`src/rtl/fetch_pkg.sv`:
```
// fetch_pkg: shared types and constants for the instruction-fetch stage.
//   fetch_state_e - fetch FSM states (BOOT, FETCH, STALL)
//   fetch_word_t  - one fetched instruction together with its PC+4
//   DEF_RESET_PC / DEF_NOP_INSTR - default reset PC and bubble encoding
package fetch_pkg;

  typedef enum logic [1:0] {
    BOOT  = 2'd0,
    FETCH = 2'd1,
    STALL = 2'd2
  } fetch_state_e;

  typedef struct packed {
    logic [31:0] instr;
    logic [31:0] pc4;
  } fetch_word_t;

  localparam logic [31:0] DEF_RESET_PC  = 32'h0000_0000;
  localparam logic [31:0] DEF_NOP_INSTR = 32'h0000_0000;  // sll $0,$0,0

endpackage

```
`src/rtl/fetch_stage_if.sv`:
```
// fetch_stage_if: instruction-memory request/response bus.
//   imem_req   - fetch request valid (fetch side drives)
//   imem_addr  - word-aligned fetch address (fetch side drives)
//   imem_ready - imem_rdata is valid this cycle for the current request
//   imem_rdata - fetched instruction
// Modports: master = fetch stage, slave = instruction memory.
interface fetch_stage_if;
  logic        imem_req;
  logic [31:0] imem_addr;
  logic        imem_ready;
  logic [31:0] imem_rdata;

  modport master (output imem_req, imem_addr, input imem_ready, imem_rdata);
  modport slave  (input imem_req, imem_addr, output imem_ready, imem_rdata);
endinterface

```
`src/rtl/fetch_stage_if_id_reg.sv`:
```
// if_id_reg: IF/ID pipeline register.
//   flush  - clear to {NOP_INSTR, 0, invalid}; beats every other control
//   hold   - keep current contents
//   load   - capture dataIn as a valid instruction
//   none   - insert a bubble: NOP_INSTR, pc4 kept, invalid
//   instr/pc4/valid - register contents fed to decode
module if_id_reg
  import fetch_pkg::*;
#(
  parameter logic [31:0] NOP_INSTR = DEF_NOP_INSTR
) (
  input  logic        clk,
  input  logic        rst_n,
  input  logic        flush,
  input  logic        hold,
  input  logic        load,
  input  fetch_word_t dataIn,
  output logic [31:0] instr,
  output logic [31:0] pc4,
  output logic        valid
);

  // NOTE: sequential state is written only with non-blocking assignments so
  // every register samples pre-edge values, independent of block ordering.
  always_ff @(posedge clk or negedge rst_n) begin
    if (!rst_n) begin
      instr <= NOP_INSTR;
      pc4   <= '0;
      valid <= 1'b0;
    end else if (flush) begin
      instr <= NOP_INSTR;
      pc4   <= '0;
      valid <= 1'b0;
    end else if (hold) begin
      instr <= instr;
    end else if (load) begin
      instr <= dataIn.instr;
      pc4   <= dataIn.pc4;
      valid <= 1'b1;
    end else begin
      instr <= NOP_INSTR;
      valid <= 1'b0;
    end
  end

endmodule

```
`src/rtl/fetch_stage.sv`:
```
// fetch_stage: IF stage of the five-stage MIPS pipeline.
// Owns the PC, drives the instruction-memory request and contains the IF/ID
// register plus a one-entry skid buffer that catches a word returned while
// IF/ID is held.
//   clk, rst_n             - clock, async active-low reset
//   holdPC, holdIF_ID      - hazard-unit freezes
//   branch_taken/_target   - one-cycle redirect, target low bits masked
//   imem (master)          - instruction-memory bus
//   if_id_instr/pc4/valid  - IF/ID contents to decode
//   align_err              - sticky misaligned-target flag
// Optional: define FETCH_ALIGN_CHECK_EN to enable the misaligned-target check;
// without it align_err is constant 0.
module fetch_stage
  import fetch_pkg::*;
#(
  parameter logic [31:0] RESET_PC  = DEF_RESET_PC,
  parameter logic [31:0] NOP_INSTR = DEF_NOP_INSTR
) (
  input  logic               clk,
  input  logic               rst_n,
  input  logic               holdPC,
  input  logic               holdIF_ID,
  input  logic               branch_taken,
  input  logic [31:0]        branch_target,
  fetch_stage_if.master      imem,
  output logic [31:0]        if_id_instr,
  output logic [31:0]        if_id_pc4,
  output logic               if_id_valid,
  output logic               align_err
);

  localparam logic [1:0] stBoot  = BOOT;
  localparam logic [1:0] stFetch = FETCH;
  localparam logic [1:0] stStall = STALL;

  logic [1:0]  state;
  logic [31:0] pc;
  fetch_word_t skid;

  logic [31:0] pcPlus4;
  logic [31:0] redirectPc;
  logic        redirect;
  fetch_word_t fetched;

  assign pcPlus4    = pc + 32'd4;  // wraps modulo 2^32
  assign redirectPc = {branch_target[31:2], 2'b00};
  assign redirect   = branch_taken && (state != stBoot);
  assign fetched    = '{instr: imem.imem_rdata, pc4: pcPlus4};

  // Request depends on registered state only; no input reaches the bus.
  assign imem.imem_req  = (state == stFetch);
  assign imem.imem_addr = pc;

  // The skid is full exactly when in STALL, so leaving STALL (release or
  // redirect) empties it without touching the data bits.
  always_ff @(posedge clk or negedge rst_n) begin
    if (!rst_n) begin
      state <= stBoot;
      pc    <= RESET_PC;
      skid  <= '0;
    end else if (redirect) begin
      pc    <= redirectPc;
      state <= stFetch;
    end else begin
      case (state)
        stBoot:  state <= stFetch;
        stFetch: begin
          if (imem.imem_ready) begin
            if (!holdPC) pc <= pcPlus4;
            if (holdIF_ID) begin
              skid  <= fetched;
              state <= stStall;
            end
          end
        end
        stStall: if (!holdIF_ID) state <= stFetch;
        default: state <= stBoot;
      endcase
    end
  end

  logic        ifHold;
  logic        ifLoad;
  fetch_word_t ifData;

  // NOTE: every always_comb output gets a default first so no path leaves it
  // unassigned, which would otherwise infer a latch.
  always_comb begin
    ifHold = 1'b1;
    ifLoad = 1'b0;
    ifData = fetched;
    case (state)
      stFetch: begin
        ifHold = holdIF_ID;
        ifLoad = imem.imem_ready;  // not ready and not held -> bubble
      end
      stStall: begin
        ifHold = holdIF_ID;
        ifLoad = 1'b1;
        ifData = skid;
      end
      default: ;
    endcase
  end

  if_id_reg #(
    .NOP_INSTR(NOP_INSTR)
  ) u_ifIdReg (
    .clk    (clk),
    .rst_n  (rst_n),
    .flush  (redirect),
    .hold   (ifHold),
    .load   (ifLoad),
    .dataIn (ifData),
    .instr  (if_id_instr),
    .pc4    (if_id_pc4),
    .valid  (if_id_valid)
  );

`ifdef FETCH_ALIGN_CHECK_EN
  logic alignErrQ;

  always_ff @(posedge clk or negedge rst_n) begin
    if (!rst_n)
      alignErrQ <= 1'b0;
    else if (redirect && (branch_target[1:0] != 2'b00))
      alignErrQ <= 1'b1;
  end

  assign align_err = alignErrQ;
`else
  logic unusedTargetLsbs;
  assign unusedTargetLsbs = ^branch_target[1:0];
  assign align_err = 1'b0;
`endif

endmodule

```
`src/flat_wrapper.sv`:
```
// flat-port wrapper written by rule: the top's interface ports become plain ports
module fetch_stage_flat import fetch_pkg::*;
#(
  parameter logic [31:0] RESET_PC  = DEF_RESET_PC,
  parameter logic [31:0] NOP_INSTR = DEF_NOP_INSTR
)
  (clk, rst_n, holdPC, holdIF_ID, branch_taken, branch_target, if_id_instr, if_id_pc4, if_id_valid, align_err, imem_imem_req, imem_imem_addr, imem_imem_ready, imem_imem_rdata);
  fetch_stage_if imem_i ();
  input  logic clk;
  input  logic rst_n;
  input  logic holdPC;
  input  logic holdIF_ID;
  input  logic branch_taken;
  input  logic [31:0] branch_target;
  output logic [31:0] if_id_instr;
  output logic [31:0] if_id_pc4;
  output logic if_id_valid;
  output logic align_err;
  output wire logic [$bits(imem_i.imem_req)-1:0] imem_imem_req;
  output wire logic [$bits(imem_i.imem_addr)-1:0] imem_imem_addr;
  input wire logic [$bits(imem_i.imem_ready)-1:0] imem_imem_ready;
  input wire logic [$bits(imem_i.imem_rdata)-1:0] imem_imem_rdata;
  assign imem_imem_req = imem_i.imem_req;
  assign imem_imem_addr = imem_i.imem_addr;
  assign imem_i.imem_ready = imem_imem_ready;
  assign imem_i.imem_rdata = imem_imem_rdata;
  fetch_stage #(.RESET_PC(RESET_PC), .NOP_INSTR(NOP_INSTR)) u_core (.clk(clk), .rst_n(rst_n), .holdPC(holdPC), .holdIF_ID(holdIF_ID), .branch_taken(branch_taken), .branch_target(branch_target), .imem(imem_i), .if_id_instr(if_id_instr), .if_id_pc4(if_id_pc4), .if_id_valid(if_id_valid), .align_err(align_err));
endmodule
```
`config.mk`:
```
export PLATFORM = sky130hd
export DESIGN_NAME = fetch_stage_flat
export DESIGN_NICKNAME = d
export VERILOG_FILES = /design/src/rtl/fetch_pkg.sv /design/src/rtl/fetch_stage_if.sv /design/src/rtl/fetch_stage_if_id_reg.sv /design/src/rtl/fetch_stage.sv /design/src/flat_wrapper.sv
export SDC_FILE = /design/constraint.sdc
export NUM_CORES = 1
export LEC_CHECK = 0
export ABC_CLOCK_PERIOD_IN_PS = 4300
export CAP_MARGIN = 20
export CORE_AREA = 5 5 114 142
export CTS_CLUSTER_SIZE = 8
export DETAILED_ROUTE_END_ITERATION = 10
export DIE_AREA = 0 0 119 147
export PLACE_DENSITY = 0.92
export RECOVER_POWER = 50
export REMOVE_ABC_BUFFERS = 1
export SLEW_MARGIN = 0
export SYNTH_ARGS = -nofsm -noshare
export SYNTH_HDL_FRONTEND = slang
export SYNTH_SLANG_ARGS = --single-unit
```
`constraint.sdc`:
```
create_clock -name clk -period 4.3 [get_ports clk]
set_input_delay 0.86 -clock clk [delete_from_list [all_inputs] [get_ports clk]]
set_output_delay 0.86 -clock clk [all_outputs]
set_load 0.02 [all_outputs]
```
Word-level counts from Yosys, hierarchy flattened
Cells that the tools add are included.

Word-level logic and storage cells: 48. Bits of input ports: 70. Output and inout bits: 99. Bits in registers: 163.

Add/subtract/negate cells: 1. Equality and inequality tests: 7. Reduce and logical (&&, ||, !) cells: 11. Bitwise logic cells: 1. Mux-type cells: 21.

Operators with widths (number): 32-bit two-way mux (10); 64-bit two-way mux (1); 32-bit by 3-bit adder with 32-bit output, second input constant (1); 2-bit two-way mux (4); 2-bit nonzero test (4); 3-bit by 2-bit inequality test with 1-bit output, second input constant (2); 2-bit one-hot mux with 3 select lines (1); 3-bit AND reduction (2); 1-bit two-way mux (4); 2-bit by 1-bit inequality test with 1-bit output, second input constant (2); 4-bit AND reduction (1); 3-bit by 1-bit inequality test with 1-bit output, second input constant (1); 2-bit by 1-bit equality test with 1-bit output, second input constant (1); 2-bit equality test, second input constant (1); 2-bit logical NOT (1); 1-bit one-hot mux with 2 select lines (1); 2-bit AND reduction (1); 2-bit OR reduction (1); 1-bit logical AND (1); 1-bit inverter (1).

Longest topological paths before layout
Gate-level depths: netlist (run 1).

Depth after elaboration: 5. Depth in mapped cells: 10. Mapped depth without buffers: 7.

Hierarchy
A second synthesis (run 1) with hierarchy kept.

Cell total of the unflattened synthesis: 722. Area total of the unflattened synthesis: 8298.0 µm².

By module, submodules not included: fetch_stage (area each 5447.7 µm², instances 1, sequential area each 2352.3 µm², cells each 496); if_id_reg (area each 2850.2 µm², instances 1, sequential area each 1626.6 µm², cells each 226).

Least setup slack after synthesis (run 1)
Ideal clock, no wire load.

Path type: input-to-reg. Start point: in holdIF_ID. End point: reg u_core.u_ifIdReg.pc4[30]. Required time: 4.213 ns. Slack: 2.027 ns. Path buffers: 2. Library setup time: 0.087 ns. Stages: 7. Arrival: 2.186 ns. Cell sequence: nor2b_1 nand2b_1 clkbuf_1 nor2_1 clkbuf_1 or4b_1 o211ai_1.

Longest elaborated chain between the ends: 3.

RTL lines: start, declared (line flat_wrapper.sv:12) `input logic holdIF_ID;`; 1-bit two-way mux (line fetch_stage.sv:92) `case (state)`; 2-bit by 1-bit inequality test with 1-bit output (no source line); 2-bit AND reduction (no source line); end signal, assigned (line fetch_stage_if_id_reg.sv:38) `pc4 <= dataIn.pc4;`; end, declared (line fetch_stage_if_id_reg.sv:19) `output logic [31:0] pc4,`.

Every way passes these cells. A chain may end at the register's enable or synchronous reset.

Final worst setup path (run 1)
Start point: reg u_core.state[0]. End point: reg u_core.u_ifIdReg.pc4[18].

Longest elaborated chain between the ends: 5. Elaborated cells between the ends (all ways): 14. Classes of those cells: 3 x eq/ne; 6 x mux; 5 x reduce/logical.

RTL lines: start, declared (line fetch_stage.sv:36) `logic [1:0] state;`; start signal, assigned (line fetch_stage.sv:58) `state <= stBoot;`; start signal, assigned (line fetch_stage.sv:63) `state <= stFetch;`; start signal, assigned (line fetch_stage.sv:66) `stBoot: state <= stFetch;`; 2-bit by 1-bit equality test with 1-bit output or 2-bit equality test (tied branches) (line fetch_stage.sv:92); 2-bit OR reduction (no source line) or 64-bit two-way mux (tied branches); 1-bit two-way mux or 32-bit two-way mux (tied branches) (line fetch_stage.sv:92, fetch_stage_if_id_reg.sv:36); 2-bit by 1-bit inequality test with 1-bit output (no source line) or 32-bit two-way mux (tied branches); 2-bit AND reduction (no source line) or 32-bit two-way mux (tied branches).

Several ways; a longest one is shown, not always the timed one. The select of a mux whose other input is x is not followed.

==> flow_summary.json, run 1 <==
{
  "place_ws_ps": 1150,
  "cp-end-kind": "register",
  "slew_violations": 73,
  "netlist_instances": 865,
  "initial_core_util": 0.533,
  "power_leakage_nw": 4.49,
  "reg2reg_from": "u_core.state[0]",
  "grt_most_used_layer": "met2",
  "critical_path_peak_fanout": 72,
  "overflow": 0,
  "ant_nets": 0,
  "setup_viol": 0,
  "drt_wl_total_um": 21600,
  "slowest_delay_ps": 1430,
  "rsz0062_at_grt": "no",
  "synth_top_family_by_area": "simple AND/OR/NAND/NOR gates",
  "drt-initial-drc-count": 797,
  "min-delay-start": "u_core.u_ifIdReg.instr[24]",
  "die-area_mm2": 0.0175,
  "fin_worst_skew_ps": 8.60,
  "grt_usage": 0.251,
  "place.gp.congestion": 0.837,
  "final.min_clock_period_ps": 3140,
  "antenna_found_initial": 0,
  "grt_pass1_wl_um": 35900,
  "h-tree-depth": 4,
  "syn_area_per_cell_um2": 9.11,
  "grt_max_degree": 113,
  "nNetsFinal": 1067,
  "syn_to_final_growth_pct": 29.1,
  "coreArea_mm2": 0.0148,
  "cts_tree": "built",
  "insertion_delay_ps": 410,
  "vias": 7021,
  "drive_gt1_frac": 0.0706,
  "clkTransAtPathRegs_ps": 60,
  "muxShareOfSynthArea": 0.0483,
  "drc": 0,
  "synth_fa_ha_area_frac": 0.00635,
  "syn_area_mm2": 0.00788,
  "drt-vias-per-instance": 5.91,
  "violations": "capacitance limit, slew limit",
  "synth_seq_cells": 158,
  "post_cts_resized": 0,
  "fin_ws_ps": 1160,
  "synth_async_sr_flop_share": 1.00,
  "worstSetupPathType": "register to register",
  "pin_count": 169,
  "yosysSeqAreaShare": 0.502,
  "place_hpwl_um": 14600,
  "yosysWarnings": 0,
  "cts_buffers": 17,
  "clockRootBuffer": "clkbuf_16",
  "critPathLaunch": "u_core.state[0]",
  "synth_ff_type": "dfrtp_1",
  "fin_cells": 1188,
  "wire_per_inst_um": 18.2,
  "diodes": 0,
  "synth-edff-count": 0,
  "fillers": 1145,
  "maxSlewHeadroom": -0.315,
  "grt_pass1_vias": 7053,
  "ys_types": 54,
  "place_inst": 1155,
  "tightestPinTransition_ps": 1970,
  "io_buffers": 163,
  "status": "finished with violations",
  "cp_data_arrival_time_ps": 3400,
  "design_area_mm2": 0.0102,
  "use_met1": 0.319,
  "maxCapViolations": 1,
  "vdd_drop_max_mv": 0.417,
  "die_w_um": 119,
  "powerDensity_mw_per_mm2": 693,
  "finalCritPeriodShare": 0.729,
  "crit_chain": "inv_1 > ha_1 > clkbuf_2 > nor2_1 > buf_4 > nand2_1 > o211ai_1",
  "required_ps": 4570,
  "hold_class": "register to register",
  "grtUsageMet2": 0.429,
  "use_met3": 0.0501,
  "synth-xor-area-share": 0.0278,
  "place_area_mm2": 0.00959,
  "synth-simple-area-share": 0.226,
  "synth_compound_area_frac": 0.142,
  "drt_pre_antenna_iters": 5,
  "holdBufCountCts": 0,
  "post-cts-setup-buffer-count": 0,
  "fin_total_pwr_w": 0.00705,
  "worst_path_max_delay_cell": "clkbuf_2",
  "die_h_um": 147,
  "hold_viol_final": 0,
  "rows": 50,
  "cp-start-kind": "register",
  "clockBufferDepth": 2,
  "clock.fmax_mhz": 319,
  "clock_sinks": 158
}
synthesized netlist by cell type (all sizes together), types with 8 or more instances:
cell type    n  share of area
dfrtp      158           0.50
mux2i       38          0.048
o21ai       80          0.051
clkbuf      52          0.025
nand3       37          0.025
nand2b       9         0.0071
a31oi       10         0.0079
nor2        27          0.013
xnor2       16          0.018
o22ai       15          0.012
nand4       29          0.030
a21oi       31          0.020
buf         22          0.017
xor2         9          0.010
o31a         9          0.010
and3        14          0.011
o211ai       8         0.0076
nand2      216           0.10
inv         12         0.0057
sequential cells by signal, indices dropped and copies added, names as in the netlist:
signal                  cells
u_core.u_ifIdReg.pc4       31
u_core.imem.imem_addr      30
u_core.u_ifIdReg.valid      1
u_core.state                2
u_core.skid                62
u_core.u_ifIdReg.instr     32
layout by cell type, fill, tap and decap left out, drive strengths merged, types with 24 or more instances in the layout:
cell type,count
clkdlybuf4s50,117
nand4,29
dfrtp,158
nor2,27
dlygate4sd3,45
a21oi,31
nand2,216
clkbuf,24
o21ai,80
nand3,37
mux2i,38
layer usage:
layer  up-vias  part of all wire
li1       3282                 -
met1      3411              0.41
met2       290              0.51
met3        38             0.064
met4         0             0.021
met5         -                 0
critical path: cells and delay by family, from the launching register on:
kind | cells | cell delay, ps
and+or+nand+nor | 2 | 400
AOI/OAI and AO/OA | 1 | 150
adders and majority gates | 1 | 200
buffers and inverters | 3 | 1800
DFF | 1 | 410
metrics by stage:
stage / hold slack [ps] / setup TNS [ps] / util
2_1_floorplan: 440 / -246 / -
3_3_place_gp: 452 / 0 / 0.650
3_5_place_dp: 462 / 0 / 0.650
4_1_cts: 478 / 0 / 0.689
5_1_grt: 497 / 0 / 0.689
6_report: 475 / 0 / 0.689
area by class of cell:
class                   count  area, um2  area share
inverters                  12       45.0     0.00443
repair buffers            181       1770       0.174
well taps                 182        228      0.0224
multi-input cells         623       3590       0.353
clock inverters            13        129      0.0127
clock buffers              19        453      0.0446
flip-flops and latches    158       3950       0.389
path summary, 6_finish.rpt:
check,endpoint,slack (ps),depth (start not counted)
max in group asynchronous,u_core.skid[53],1500,3
max reg2reg,u_core.u_ifIdReg.pc4[18],1160,7
max,u_core.u_ifIdReg.pc4[18],1160,7
min reg2reg,u_core.u_ifIdReg.instr[24],470,2
min,u_core.u_ifIdReg.instr[24],470,2
min in group asynchronous,u_core.u_ifIdReg.instr[22],480,1
where the power goes:
group          leakage (nW)  internal, W  switching [W]
registers              2.02      0.00209       0.000558
logic                  2.18      0.00121        0.00169
clock network         0.287     0.000844       0.000650
logic make-up (layout without fill, tap and decap cells):
group | count (synthesis) | in the layout
xor gates and xnor gates | 25 | 25
AOI/OAI and AO/OA | 185 | 185
adders and majority gates | 4 | 4
DFF | 158 | 158
buffers and inverters | 86 | 225
other | 1 | 3
muxes | 38 | 38
and+or+nand+nor | 368 | 368
Note: power is estimated with default switching activity, not from simulation.
==> run 2, diff against run 1 <==
ABC_CLOCK_PERIOD_IN_PS = 2960   (was 4300)
CORE_AREA = 5 5 118 147   (was 5 5 114 142)
DIE_AREA = 0 0 123 152   (was 0 0 119 147)
PLACE_DENSITY = 0.87   (was 0.92)
clock period = 2.96 ns   (was 4.3 ns; I/O delays follow)
==> flow_summary.json, run 2 (synthesis results as in run 1) <==
{
  "fillers": 1266,
  "vias": 7064,
  "setup_viol": 0,
  "die_w_um": 123,
  "maxCapViolations": 1,
  "fin_tns_setup_ps": 0,
  "io_buffers": 163,
  "required_ps": 3310,
  "rsz0062_at_grt": "no",
  "path_common_cell": "nand3_1",
  "powerDensity_mw_per_mm2": 1020,
  "reg2reg_depth": 6,
  "cp-start-kind": "register",
  "post_cts_resized": 0,
  "ant_nets": 0,
  "cp-end-kind": "register",
  "grt_pass1_vias": 7163,
  "crit_chain": "inv_1 > ha_1 > nand3_1 > nand2b_2 > or3_1 > nand3_1",
  "clock.fmax_mhz": 387,
  "slew_violations": 65,
  "post-cts-setup-buffer-count": 0,
  "place_hpwl_um": 15100,
  "diodes": 0,
  "clockBufferDepth": 2,
  "maxSlewHeadroom": -0.0749,
  "rows": 52,
  "finalCritPeriodShare": 0.873,
  "syn_to_final_growth_pct": 31.0,
  "status": "finished with violations",
  "initial_core_util": 0.494,
  "cp_data_arrival_time_ps": 2930,
  "drt_wl_total_um": 22500,
  "slowest_delay_ps": 790,
  "final.min_clock_period_ps": 2580,
  "drt-initial-drc-count": 591,
  "worstSetupPathType": "register to register",
  "vdd_drop_max_mv": 0.568,
  "reg_top3": "u_core.skid: 62 flops, u_core.u_ifIdReg.instr: 32 flops, u_core.u_ifIdReg.pc4: 31 flops",
  "clockRootBuffer": "clkbuf_16",
  "place_area_mm2": 0.00971,
  "clkTransAtPathRegs_ps": 60,
  "die-area_mm2": 0.0187,
  "pin_count": 169,
  "drive_gt1_frac": 0.0733,
  "largest_register": "u_core.skid",
  "grt_pass1_wl_um": 36300,
  "power_leakage_nw": 4.51,
  "grt_max_degree": 71,
  "critical_path_peak_fanout": 57,
  "violations": "capacitance limit, slew limit",
  "holdBufCountCts": 0,
  "timing.hold.ws_ps": 473,
  "hold_class": "register to register",
  "r2r_end": "u_core.skid[30]",
  "antenna_found_initial": 0,
  "hold_end": "u_core.skid[22]",
  "worst_path_max_delay_cell": "nand2b_2",
  "h-tree-depth": 4,
  "hold_viol_final": 0,
  "clock_sinks": 158,
  "coreArea_mm2": 0.0159,
  "final_cell_mix": "nand2_1 (216), dfrtp_1 (158), clkdlybuf4s50_1 (125)",
  "grt_usage": 0.245,
  "min-delay-start": "u_core.skid[22]",
  "design_area_mm2": 0.0103,
  "reg2reg_from": "u_core.state[1]",
  "mostFrequentLayoutCell": "nand2_1",
  "cts_tree": "built",
  "drt-vias-per-instance": 5.76,
  "fin_worst_skew_ps": 7.64,
  "cts_buffers": 17,
  "tightestPinTransition_ps": 1610,
  "min_path_cells": 2,
  "wire_per_inst_um": 18.3,
  "insertion_delay_ps": 420,
  "overflow": 0,
  "drc": 0,
  "largest_reg_flops": 62,
  "r2r_setup_slack_ps": 380,
  "die_h_um": 152,
  "place.gp.congestion": 0.852,
  "drt_pre_antenna_iters": 5,
  "nNetsFinal": 1071
}
run 2: layout make-up:
cell class,count,area (um2),area share
inverters,12,45.0,0.00437
flip-flops and latches,158,3950,0.383
clock inverters,11,189,0.0183
repair buffers,185,1810,0.175
clock buffers,21,450,0.0437
multi-input cells,623,3600,0.349
well taps,216,270,0.0262
run 2: layer usage:
metal,up-vias,GRT usage,wire (um),part of all wire
met5,-,0,0,0
met4,0,0.104,704,0.031
met3,54,0.0476,1430,0.064
met2,272,0.413,11300,0.50
met1,3451,0.304,9010,0.40
li1,3287,-,-,-
run 2: worst max path at each step:
stage | startpoint | end | depth (start not counted)
final | u_core.state[1] | u_core.skid[30] | 6
after global routing | u_core.state[1] | u_core.skid[28] | 6
after detailed placement | holdIF_ID | u_core.u_ifIdReg.instr[14] | 7
after CTS | u_core.state[1] | imem_imem_req | 3
after global placement | holdIF_ID | u_core.u_ifIdReg.instr[2] | 7
after floorplan | u_core.state[1] | u_core.skid[27] | 6
run 2: through the flow:
stage	cells	util	total power, W	setup slack [ps]
after CTS	1226	0.649	0.0106	487
final	1226	0.647	0.0105	376
after global placement	1194	0.609	0.00802	349
after global routing	1226	0.647	0.0112	189
after floorplan	793	-	0.00617	-1420
after detailed placement	1194	0.609	0.00821	229
run 2: where the power goes:
group	internal, W	switching [W]
Clock	0.00152	0.000853
Combinational	0.00179	0.00251
Sequential	0.00304	0.000806
Total	0.00635	0.00417
run 2: worst max-delay path: cells and delay by family, from the launching register on:
kind | cells | cell delay, ps
fa+ha+maj | 1 | 240
flops | 1 | 420
buf+inv | 1 | 150
simple gates | 4 | 1690
==> run 3, diff against run 2 <==
ABC_AREA = 1   (was default)
CORE_AREA = 5 5 117 147   (was 5 5 118 147)
DIE_AREA = 0 0 122 152   (was 0 0 123 152)
==> flow_summary.json, run 3 <==
{
  "synthTopCellsByArea": "dfrtp_1 (50%), nand2_1 (17%), o21ai_0 (7.5%)",
  "worst_path_max_delay_cell": "clkbuf_2",
  "drt-initial-drc-count": 556,
  "netlist_instances": 1033,
  "status": "finished with violations",
  "cp_top_family": "buffers and inverters",
  "syn_area_mm2": 0.00785,
  "design_area_mm2": 0.0102,
  "io_buffers": 163,
  "tightestPinTransition_ps": 2160,
  "ant_nets": 0,
  "final.min_clock_period_ps": 2480,
  "p_sw_frac": 0.412,
  "syn_to_final_growth_pct": 29.7,
  "post_cts_resized": 0,
  "clock_sinks": 158,
  "wire_per_inst_um": 15.3,
  "p_int_w": 0.00612,
  "grt_max_degree": 97,
  "grt_usage": 0.240,
  "drc": 0,
  "power_frac_comb": 0.432,
  "yosysWarnings": 0,
  "coreArea_mm2": 0.0158,
  "reg_top3": "u_core.skid: 62 flops, u_core.u_ifIdReg.instr: 32 flops, u_core.u_ifIdReg.pc4: 31 flops",
  "place_area_mm2": 0.00964,
  "slowest_delay_ps": 970,
  "synth_seq_cells": 158,
  "endpoint": "u_core.imem.imem_addr[30]",
  "clockBufferDepth": 2,
  "vdd_drop_max_mv": 0.602,
  "drive_gt1_frac": 0.0413,
  "vias": 7293,
  "crit_chain": "inv_1 > ha_1 > inv_1 > nand2_1 > clkbuf_2 > nor2_1 > nor2_1 > nand2_1 > nand2_1",
  "largest_reg_flops": 62,
  "slew_violations": 160,
  "clock_power_share": 0.212,
  "mostFrequentLayoutCell": "nand2_1",
  "post-cts-setup-buffer-count": 0,
  "yosysMostFrequentCell": "nand2_1",
  "grt_pass1_vias": 7359,
  "maxCapViolations": 2,
  "cp-end-kind": "register",
  "drt_wl_total_um": 21400,
  "overflow": 0,
  "synth_top_cell_area_share": 0.504,
  "largest_register": "u_core.skid",
  "cts_tree": "built",
  "finalCritPeriodShare": 0.837,
  "final_cell_mix": "nand2_1 (356), clkdlybuf4s50_1 (162), dfrtp_1 (158)",
  "worstSetupPathType": "register to register",
  "reg2reg_from": "u_core.state[1]",
  "rsz0062_at_grt": "no",
  "worstSetupPathDepth": 9,
  "post-route-util": 0.644,
  "die_w_um": 122,
  "drt_pre_antenna_iters": 5,
  "fin_worst_skew_ps": 8.01,
  "die-area_mm2": 0.0185,
  "synth-edff-count": 0,
  "path_common_cell": "nand2_1",
  "fin_total_pwr_w": 0.0104,
  "insertion_delay_ps": 420,
  "maxSlewHeadroom": -0.442,
  "place_hpwl_um": 14400,
  "r2r_end": "u_core.imem.imem_addr[30]",
  "hold_class": "register to register",
  "yosys-top-cells-count": "nand2_1 (355), dfrtp_1 (158), o21ai_0 (117), nor2_1 (93), inv_1 (81)",
  "powerDensity_mw_per_mm2": 1020,
  "reg2reg_depth": 9,
  "diodes": 0,
  "critPathLaunch": "u_core.state[1]",
  "synth_async_sr_flop_share": 1.00,
  "cp-start-kind": "register",
  "place.gp.congestion": 0.891,
  "ys_types": 32,
  "clkTransAtPathRegs_ps": 60,
  "drt-vias-per-instance": 5.20,
  "switching_power_w": 0.00429,
  "grt_pass1_wl_um": 36000,
  "hold_viol_final": 0,
  "pwr-share-seq": 0.356,
  "pin_count": 169,
  "setup_viol": 0,
  "cts_buffers": 17,
  "cp_data_arrival_time_ps": 2830,
  "syn_area_per_cell_um2": 7.60,
  "yosysTopAreaCell": "dfrtp_1",
  "r2r_setup_slack_ps": 480,
  "rows": 52,
  "yosysSeqAreaShare": 0.504,
  "clock.fmax_mhz": 404,
  "violations": "capacitance limit, slew limit",
  "nNetsFinal": 1249,
  "power_leakage_nw": 4.96,
  "critical_path_peak_fanout": 56,
  "h-tree-depth": 4,
  "initial_core_util": 0.496,
  "required_ps": 3310,
  "fin_tns_setup_ps": 0,
  "synth_ff_type": "dfrtp_1",
  "fillers": 1322,
  "antenna_found_initial": 0,
  "clockRootBuffer": "clkbuf_16",
  "holdBufCountCts": 0,
  "path_buf_inv": 3,
  "die_h_um": 152
}
==> run 3: logic make-up after synthesis <==
| group | Yosys count | synth area share |
|---|---|---|
| AO/OA/AOI/OAI | 178 | 0.118 |
| XOR/XNOR | 6 | 0.00670 |
| adder cells (fa/ha/maj) | 4 | 0.00638 |
| buffers and inverters | 138 | 0.0727 |
| flip-flops | 158 | 0.504 |
| multiplexers | 18 | 0.0230 |
| other | 1 | 0.000478 |
| AND/OR/NAND/NOR | 530 | 0.269 |
==> run 3: per-stage QoR <==
stage / hold slack [ps] / std cells / setup slack, ps
global route: 490 / 1402 / 281
CTS: 221 / 1402 / 535
global placement: 453 / 1372 / 647
finish: 469 / 1402 / 482
floorplan: 296 / 979 / -2210
detailed placement: 458 / 1372 / 579
==> run 3: power by group through the flow <==
stage               Clock, W  Combinational, W  Sequential (W)
floorplan                  0           0.00220         0.00408
global placement           0           0.00440         0.00367
detailed placement         0           0.00452         0.00370
CTS                  0.00223           0.00455         0.00369
global route         0.00236           0.00502         0.00382
finish               0.00220           0.00450         0.00371
==> run 3: area by class of cell <==
type	count	area (um2)	share of cell area
Clock buffer	18	439	0.0432
Clock inverter	12	145	0.0143
Inverter	82	308	0.0303
Multi-Input combinational cell	739	3330	0.328
Sequential cell	158	3950	0.389
Tap cell	216	270	0.0266
Timing Repair Buffer	177	1730	0.170
==> run 3: worst min path at each step <==
stage | from | endpoint | slack (ps) | cells after the start
floorplan | rst_n | u_core.imem.imem_addr[10] | 300 | 0
global placement | u_core.skid[35] | u_core.skid[35] | 450 | 2
detailed placement | u_core.skid[33] | u_core.skid[33] | 460 | 2
CTS | rst_n | u_core.imem.imem_addr[25] | 220 | 2
global route | u_core.skid[16] | u_core.skid[16] | 490 | 2
finish | u_core.skid[37] | u_core.skid[37] | 470 | 2
==> run 3: metal layers <==
layer,track usage,share of wire
met1,0.295,0.39
met2,0.400,0.50
met3,0.0569,0.070
met4,0.108,0.035
met5,0,0
==> run 3: worst register-to-register path, stage by stage (launching register included) <==
cell      delay [ps]
dfrtp_1          430
inv_1            110
ha_1             170
inv_1             50
nand2_1          180
clkbuf_2         970
nor2_1           210
nor2_1           170
nand2_1           70
nand2_1           60
